## src/rtl/warp_scheduler_pkg.sv

```systemverilog
// rtl/warp_scheduler_pkg.sv - shared warp-state and FSM encodings for the warp scheduler
package warp_scheduler_pkg;

    localparam int WS_NUM_WARP     = 4;
    localparam int WS_NUM_WARP_LOG = 2;

    typedef enum logic [1:0] {
        WS_IDLE    = 2'd0,
        WS_ACTIVE  = 2'd1,
        WS_BARRIER = 2'd2,
        WS_EXITED  = 2'd3
    } warp_state_t;

    typedef enum logic [1:0] {
        S_IDLE = 2'd0,
        S_RUN  = 2'd1,
        S_DONE = 2'd2
    } sched_state_t;

endpackage

```

## src/rtl/warp_scheduler_rr_arbiter.sv

```systemverilog
// rtl/warp_scheduler_rr_arbiter.sv - combinational round-robin arbiter (first request strictly after ptr)
module rr_arbiter #(
    parameter int N   = 4,
    parameter int LOG = 2
) (
    input  logic [N-1:0]   req,
    input  logic [LOG-1:0] ptr,
    output logic [N-1:0]   grant,
    output logic [LOG-1:0] index
);

    logic [LOG-1:0] cand;
    logic           found;

    // N is a power of two, so the LOG-bit add wraps modulo N; i == N lands back on ptr.
    always_comb begin
        grant = '0;
        index = '0;
        cand  = '0;
        found = 1'b0;
        for (int i = 1; i <= N; i++) begin
            cand = ptr + LOG'(i);
            if (!found && req[cand]) begin
                found       = 1'b1;
                grant[cand] = 1'b1;
                index       = cand;
            end
        end
    end

endmodule

```

## src/rtl/warp_scheduler.sv

```systemverilog
// rtl/warp_scheduler.sv - per-CTA warp scheduler: launch, round-robin issue, CTA barrier, exit/done.
// Optional WS_GREEDY_EN: keep reissuing the last warp while it stays eligible.
module warp_scheduler
    import warp_scheduler_pkg::*;
#(
    parameter int NUM_WARP     = WS_NUM_WARP,
    parameter int NUM_WARP_LOG = WS_NUM_WARP_LOG
) (
    input  logic                    clk,
    input  logic                    reset,
    input  logic                    launch_valid_i,
    output logic                    launch_ready_o,
    input  logic [NUM_WARP-1:0]     warpEnMask_i,
    input  logic                    stall_i,
    input  logic [NUM_WARP-1:0]     warpReady_i,
    output logic                    issueValid_o,
    output logic [NUM_WARP_LOG-1:0] issueWarp_o,
    input  logic                    barrierArrive_i,
    input  logic [NUM_WARP_LOG-1:0] barrierWarp_i,
    input  logic                    exitValid_i,
    input  logic [NUM_WARP_LOG-1:0] exitWarp_i,
    output logic                    barrierRelease_o,
    output logic [NUM_WARP-1:0]     activeMask_o,
    output logic                    kernelDone_o
);

    localparam int CW = NUM_WARP_LOG + 1;

    sched_state_t state, state_next;
    warp_state_t  ws      [NUM_WARP];
    warp_state_t  ws_next [NUM_WARP];

    logic [NUM_WARP_LOG-1:0] rr_ptr, issue_warp, sel_warp, arb_index;
    logic [NUM_WARP-1:0]     eligible, arb_grant, active_mask;
    logic                    issue_valid, release_q, release_now, sel_valid, launch_fire;
    logic [CW-1:0]           bar_cnt, live_cnt;

    // A warp arriving at the barrier this cycle must not be picked on the same edge.
    always_comb begin
        eligible    = '0;
        active_mask = '0;
        for (int w = 0; w < NUM_WARP; w++) begin
            eligible[w]    = (ws[w] == WS_ACTIVE) && warpReady_i[w] &&
                             !(barrierArrive_i && barrierWarp_i == NUM_WARP_LOG'(w));
            active_mask[w] = (ws[w] == WS_ACTIVE) || (ws[w] == WS_BARRIER);
        end
    end

    rr_arbiter #(.N(NUM_WARP), .LOG(NUM_WARP_LOG)) u_arb (
        .req   (eligible),
        .ptr   (rr_ptr),
        .grant (arb_grant),
        .index (arb_index)
    );

    always_comb begin
        sel_valid = |arb_grant;
        sel_warp  = arb_index;
`ifdef WS_GREEDY_EN
        if (issue_valid && eligible[issue_warp]) begin
            sel_valid = 1'b1;
            sel_warp  = issue_warp;
        end
`endif
    end

    // Per-warp transitions; exit beats arrive, and release is judged on the post-update states.
    always_comb begin
        bar_cnt     = '0;
        live_cnt    = '0;
        release_now = 1'b0;
        for (int w = 0; w < NUM_WARP; w++) begin
            ws_next[w] = ws[w];
            if (launch_fire) begin
                ws_next[w] = warpEnMask_i[w] ? WS_ACTIVE : WS_EXITED;
            end else if (exitValid_i && exitWarp_i == NUM_WARP_LOG'(w) &&
                         (ws[w] == WS_ACTIVE || ws[w] == WS_BARRIER)) begin
                ws_next[w] = WS_EXITED;
            end else if (barrierArrive_i && barrierWarp_i == NUM_WARP_LOG'(w) &&
                         ws[w] == WS_ACTIVE) begin
                ws_next[w] = WS_BARRIER;
            end
        end
        for (int w = 0; w < NUM_WARP; w++) begin
            if (ws_next[w] == WS_BARRIER) bar_cnt  = bar_cnt + CW'(1);
            if (ws_next[w] != WS_EXITED)  live_cnt = live_cnt + CW'(1);
        end
        release_now = (bar_cnt != '0) && (bar_cnt == live_cnt);
        if (release_now) begin
            for (int w = 0; w < NUM_WARP; w++) begin
                if (ws_next[w] == WS_BARRIER) ws_next[w] = WS_ACTIVE;
            end
        end
    end

    always_comb begin
        state_next     = state;
        launch_ready_o = 1'b0;
        kernelDone_o   = 1'b0;
        launch_fire    = 1'b0;
        case (state)
            S_IDLE: begin
                launch_ready_o = 1'b1;
                launch_fire    = launch_valid_i;
                if (launch_valid_i) state_next = S_RUN;
            end
            S_RUN: begin
                if (active_mask == '0) state_next = S_DONE;
            end
            S_DONE: begin
                kernelDone_o = 1'b1;
                state_next   = S_IDLE;
            end
            default: state_next = S_IDLE;
        endcase
    end

    always_ff @(posedge clk) begin
        if (reset) begin
            state       <= S_IDLE;
            rr_ptr      <= NUM_WARP_LOG'(NUM_WARP - 1);
            issue_valid <= 1'b0;
            issue_warp  <= '0;
            release_q   <= 1'b0;
            for (int w = 0; w < NUM_WARP; w++) ws[w] <= WS_IDLE;
        end else begin
            state     <= state_next;
            release_q <= release_now;
            for (int w = 0; w < NUM_WARP; w++) ws[w] <= ws_next[w];
            if (!stall_i) begin
                issue_valid <= sel_valid;
                if (sel_valid) begin
                    issue_warp <= sel_warp;
                    rr_ptr     <= sel_warp;
                end
            end
        end
    end

    assign issueValid_o     = issue_valid;
    assign issueWarp_o      = issue_warp;
    assign barrierRelease_o = release_q;
    assign activeMask_o     = active_mask;

endmodule

```

## config.mk

```make
export PLATFORM = sky130hd
export DESIGN_NAME = warp_scheduler
export DESIGN_NICKNAME = d
export VERILOG_FILES = /design/src/rtl/warp_scheduler_pkg.sv /design/src/rtl/warp_scheduler_rr_arbiter.sv /design/src/rtl/warp_scheduler.sv
export SDC_FILE = /design/constraint.sdc
export NUM_CORES = 1
export LEC_CHECK = 0
export CELL_PAD_IN_SITES_DETAIL_PLACEMENT = 1
export CELL_PAD_IN_SITES_GLOBAL_PLACEMENT = 2
export CORE_AREA = 3 3 79 81
export CTS_CLUSTER_DIAMETER = 100
export DETAILED_ROUTE_END_ITERATION = 7
export DIE_AREA = 0 0 82 84
export GPL_TIMING_DRIVEN = 0
export PLACE_DENSITY = 0.71
export SLEW_MARGIN = 5
export SYNTH_ARGS = -nofsm -noshare
export SYNTH_HDL_FRONTEND = slang
export SYNTH_SLANG_ARGS = --single-unit
export TNS_END_PERCENT = 5
```

## constraint.sdc

```tcl
create_clock -name clk -period 3.4 [get_ports clk]
set_input_delay 0.34 -clock clk [delete_from_list [all_inputs] [get_ports clk]]
set_output_delay 0.34 -clock clk [all_outputs]
set_load 0.05 [all_outputs]
```

Word level (Yosys, flattened, before mapping):

Memory sizes are Yosys's and may differ from the RTL's.
Index checks and enable logic that the tools add are counted.

* register bits: 8
* memory bits (writable): 8
* input bits: 18
* output and inout port bits: 10
* memories kept: 1

Memories
* ws: depth 4, width 2, rd ports 4, clocked after memory_dff 0, write ports 4, RTL line warp_scheduler.sv:30 `warp_state_t ws [NUM_WARP];`

* add/subtract/negate cells: 9
* $lt $le $gt $ge: 8
* equality and inequality tests: 27
* mux-type cells: 69
* bitwise operators: 8
* reduce and logical (&&, ||, !) cells: 51

Operators with widths (number)
* 2-bit two-way mux: 30
* 1-bit logical AND: 32
* 2-bit == test (second input constant): 13
* 1-bit two-way mux: 19
* 3-bit by 1-bit adder with 3-bit output (second input constant): 6
* 3-bit two-way mux: 6
* 4-bit two-way mux: 4
* 2-bit by 1-bit == test with 1-bit output (second input constant): 7
* 2-bit by 3-bit < comparator with 1-bit output (second input constant): 4
* 2-bit inequality test (second input constant): 6
* 4-bit OR: 3
* 1-bit binary-select mux with 2-bit select: 4
* 1-bit demux with 2-bit select: 4
* 2-bit by 1-bit greater-or-equal comparator with 1-bit output (second input constant): 4
* 8-bit two-way mux: 1
* 1-bit logical NOT: 7
* 2-bit logical NOT: 3
* 2-bit adder (second input constant): 2
* 4-bit logical NOT: 1
* 1-bit logical OR: 4
* 1-bit OR: 4
* 2-bit case mux with 2 select lines: 1
* 2-bit AND reduction: 2
* 4-bit OR reduction: 1
* 4 further kinds: 4

Longest topological paths before layout:

* depth after elaboration: 18
* depth in mapped cells: 18
* mapped depth without buffers: 17

Cells and area by module:

From an unflattened synthesis, not the netlist that was laid out.

* cells, all modules: 226
* area total of the unflattened synthesis: 1895.6 um2

Modules (own cells, without submodules)
* warp_scheduler: times used 1, cells an instance 158, area each 1350.0 um2, sequential area each 320.3 um2
* rr_arbiter: times used 1, cells an instance 68, area each 545.5 um2, sequential area each 0.0 um2

Worst setup path before layout:

No wires, ideal clock.

* path type: reg-to-reg
* start point: mem ws[1][1] (netlist name)
* end point: mem ws[2][0] (netlist name)
* data arrival time: 3.226 ns
* setup slack: 0.058 ns
* cell stages (with the launch flop): 15
* path buffers: 1
* clock period less this slack: 3.342 ns
* path through: dfxtp_1 inv_1 ha_1 nor4bb_1 a211oi_1 nand2_1 inv_1 ha_1 xor2_2 ha_1 o311ai_0 a211oi_2 o211a_1 buf_6 a41o_1

RTL lines (RTL line)
* start, declared: warp_scheduler.sv:30

==> impl_summary.md <==
Global route
Entering global routing, the biggest net connects 11 pins. The global router's overall resource usage is 13.33%. The initial antenna violation count is 0. The global route total overflow is 0. The first global-routing pass estimated 7.251 mm of wire. The number of global-route vias before repair was 1485.

Layout
The count of non-filler cells in the finished layout is 299. The count of antenna diodes in the layout is 0. At the end of the flow, the number of nets in the layout was 264. The share of layout cells above drive strength 1 is 21.59%. The final-layout fill cell count is 673. From synthesis to final layout, the design area changed by 44.45%.

Drt
The first TritonRoute pass finished after 4 iterations. Once detail routing completed, the nets flagged for antenna violations numbered 0. The total length of routed wires is 4.543 mm.

In the final routed layout, each cell accounts on average for 15.19 µm. In the routed design, unresolved DRC markers number 0. Across all layers, the routed design uses 1525 vias. The via count normalized by instance count is 5.100.

The initial DRC count is 29.

Worst setup path
In this run the critical register-to-register path is captured at ws[2][0]$_SDFF_PP0_. The reg-to-reg setup timing slack is 140 ps. The depth of the worst register-to-register path is 15.

The largest fanout on the critical path is 10. The critical path in this run is classified as primary input to flop. The worst setup path is captured at a flop. The arrival time at the worst endpoint is 3470 ps.

The reg-to-reg critical path startpoint is ws[0][1]$_SDFF_PP0_. The endpoint required time on the critical path is 3610 ps. STA classifies the critical path startpoint as a primary input.

Min path
The worst hold path terminates at issueWarp_o[1]$_SDFFE_PP0P_. The instance count along the most critical hold path is 2. The tightest min-delay check is of the flop to flop type. The startpoint of the tightest hold check path is issueWarp_o[1]$_SDFFE_PP0P_.

Clock network
CTS built an H-tree with a depth of 1. The clock transition at the register clock pins on the worst setup and hold paths after CTS is 70 ps. The worst-case clock buffer depth is 2. The number of buffers inserted during clock tree synthesis is 3. The master cell of the clock root buffer is clkbuf_8. Clock latency on the worst-skew pair, taken at its later pin, is 260 ps. The clock sink total is 16. The TritonCTS clock tree is built.

STA
The final critical path takes up 95.93% of the cycle. The number of failing hold endpoints at the final stage is 0. The slew at the pin with the worst max-slew slack is 552.1 ps.

The final number of max-transition violations was 0. The max-slew headroom at the worst pin is 63.19%. The final-report setup violation count is 0.

Across the routed clock network, the largest skew measured is 3.460 ps. The post-layout minimum cycle time is 3262 ps. In the post-route analysis, the smallest setup slack over all paths is 138.5 ps. The highest clock rate is 306.6 MHz.

Die
The number of cell rows is 27. The die area is 6888 µm². The area of the core is 5540 µm². Measured along the x axis, the die boundary spans 82 µm. The initial standard-cell utilization of the core is 28.09%. Pin placement for this block handled 28 I/O pins. The die is 84 µm tall.

Logic synthesis
The synthesized design contains 16 register bits. The part of the Yosys area used for sequential elements is 20.58%. Of all cell types, the one taking the most synthesized area is dfxtp_1. Yosys mapped a number of flops with a built-in enable equal to 0. In this run the mean area of a mapped cell was 8.192 µm². The fraction of synthesized cell area taken by the top area cell type is 20.58%. The gate count after technology mapping is 190. The most instantiated library cell after synthesis is inv_1. Sorting the synthesized cells by area gives the leading types as dfxtp_1, ha_1, inv_1. After synthesis the cells add up to 1556 µm². The number of distinct library cell variants in the gate-level netlist after synthesis is 55. The share of flip-flops with an asynchronous set or reset is 0%. The most used flip-flop cell after synthesis is dfxtp_1. By count the netlist is led by inv_1, ha_1, nor2_1.

The number of warning messages in the yosys log is 0. The number of nets in the synthesized netlist is 226.

Pwr
The switching power total is 0.0005788 W. The cell area power density is 570.5 nW/µm². The analysis attributes to cell leakage a power of 0.9760 nW. The internal power of the cells totals 0.0007039 W. In this run switching power makes up 45.12% of total power. The worst-case IR drop observed on VDD is 0.2552 mV. The clock network fraction of design power is 13.9%. Per report_power, the sequential group accounts for 20.0% of the total.

The combinational share of power is 66.1%.

Placement
The count of port buffers added during placement is 27. After legalization and detailed placement, the total HPWL measured 3.532 mm. The post-placement setup slack is -820.0 ps. The global placement routability congestion is 0.7266. The number of placed instances with taps included is 289.

Run
Max-cap violations in this run came to 0.

Status
The flow ran to the end, and the final reports show no timing, DRC or antenna violations.
[placed cells by master (no fill, tap or decap), drive strengths merged, types with 4 or more instances in the layout]
master and count:
clkbuf 7, a21oi 13, dfxtp 16, nand3 6, nor4 4, buf 8, xnor2 4, clkdlybuf4s50 22
and2 4, inv 20, nor2 18, a211oi 6, o21ai 5, ha 18, nand2 18
[cell type report]
class                           instances  area, µm²  share of cell area [%]
Buffer                                  5      33.78                   1.503
Clock buffer                            4      55.05                   2.449
Tap cell                               72      90.09                   4.007
Multi-Input combinational cell        149       1339                   59.54
Timing Repair Buffer                   33      330.3                   14.69
Inverter                               20      75.07                   3.339
Sequential cell                        16      325.3                   14.47
[layer usage]
layer	vias up	global-route usage, %	routed length (µm)
met2	20	21.38	2231
met3	2	1.728	155
met5	-	0	0
met4	0	3.625	31
li1	753	-	-
met1	750	18.42	2125
[repair_timing]
action,in CTS,in global routing
gates resized for setup,27,20
hold buffers,0,0
gates cloned,0,0
pin swaps,5,6
endpoints found under the setup margin,9,9
setup buffers,1,5
[registers in the layout, indices dropped and copies added, names as in the netlist]
name	flops
issueWarp_o	2
barrierRelease_o	1
ws	8
state	2
rr_ptr	2
issueValid_o	1
[through the flow]
stage / utilization [%] / hold WS, ps / setup TNS, ps / cell area, µm² / total power [W]
2_1_floorplan: - / 488.9 / 0 / 1556 / 0.0007675
3_3_place_gp: 34.60 / 453.1 / -6716 / 1917 / 0.0009568
3_5_place_dp: 34.60 / 448.9 / -6720 / 1917 / 0.0009582
4_1_cts: 38.10 / 458.7 / 0 / 2111 / 0.001217
5_1_grt: 40.58 / 502.1 / -1.802 / 2248 / 0.001375
6_report: 40.58 / 457.4 / 0 / 2248 / 0.001283
[worst max-delay path, stage by stage]
cell	delay (ps)
clkdlybuf4s50_1	450
nor3b_4	210
buf_6	200
nor2_4	60
a22o_4	240
nor2_4	120
ha_4	240
xor2_2	200
ha_4	300
nor2_1	50
a211o_1	310
a211oi_2	230
o211a_1	190
buf_6	140
a41o_1	170
[worst max path at each step]
stage | start | to | slack [ps] | cells after the start
floorplan | ws[1][1]$_SDFF_PP0_ | ws[2][0]$_SDFF_PP0_ | 60 | 14
global placement | launch_valid_i | ws[2][0]$_SDFF_PP0_ | -820 | 15
detailed placement | launch_valid_i | ws[2][0]$_SDFF_PP0_ | -820 | 15
CTS | launch_valid_i | ws[2][0]$_SDFF_PP0_ | 40 | 16
global route | ws[0][1]$_SDFF_PP0_ | ws[2][0]$_SDFF_PP0_ | -2 | 15
finish | launch_valid_i | ws[2][0]$_SDFF_PP0_ | 140 | 15
[kinds of logic (layout without fill, tap and decap cells)]
logic type,Yosys count,in the layout,synth area share (%)
buffers and inverters,25,62,6.591
DFF,16,16,20.58
AOI/OAI and AO/OA,49,49,23.80
and+or+nand+nor,71,71,26.77
adders and majority gates,18,18,14.47
xor gates and xnor gates,7,7,4.421
muxes,4,4,3.376
[power by group through the flow]
| stage | clock network (W) | logic, W | registers (W) |
|---|---|---|---|
| floorplan | 0 | 0.000494 | 0.000274 |
| global placement | 0 | 0.000704 | 0.000253 |
| detailed placement | 0 | 0.000705 | 0.000253 |
| CTS | 0.000184 | 0.000779 | 0.000254 |
| global route | 0.000188 | 0.000925 | 0.000261 |
| finish | 0.000179 | 0.000848 | 0.000256 |
Note: power is estimated with default switching activity, not from simulation.
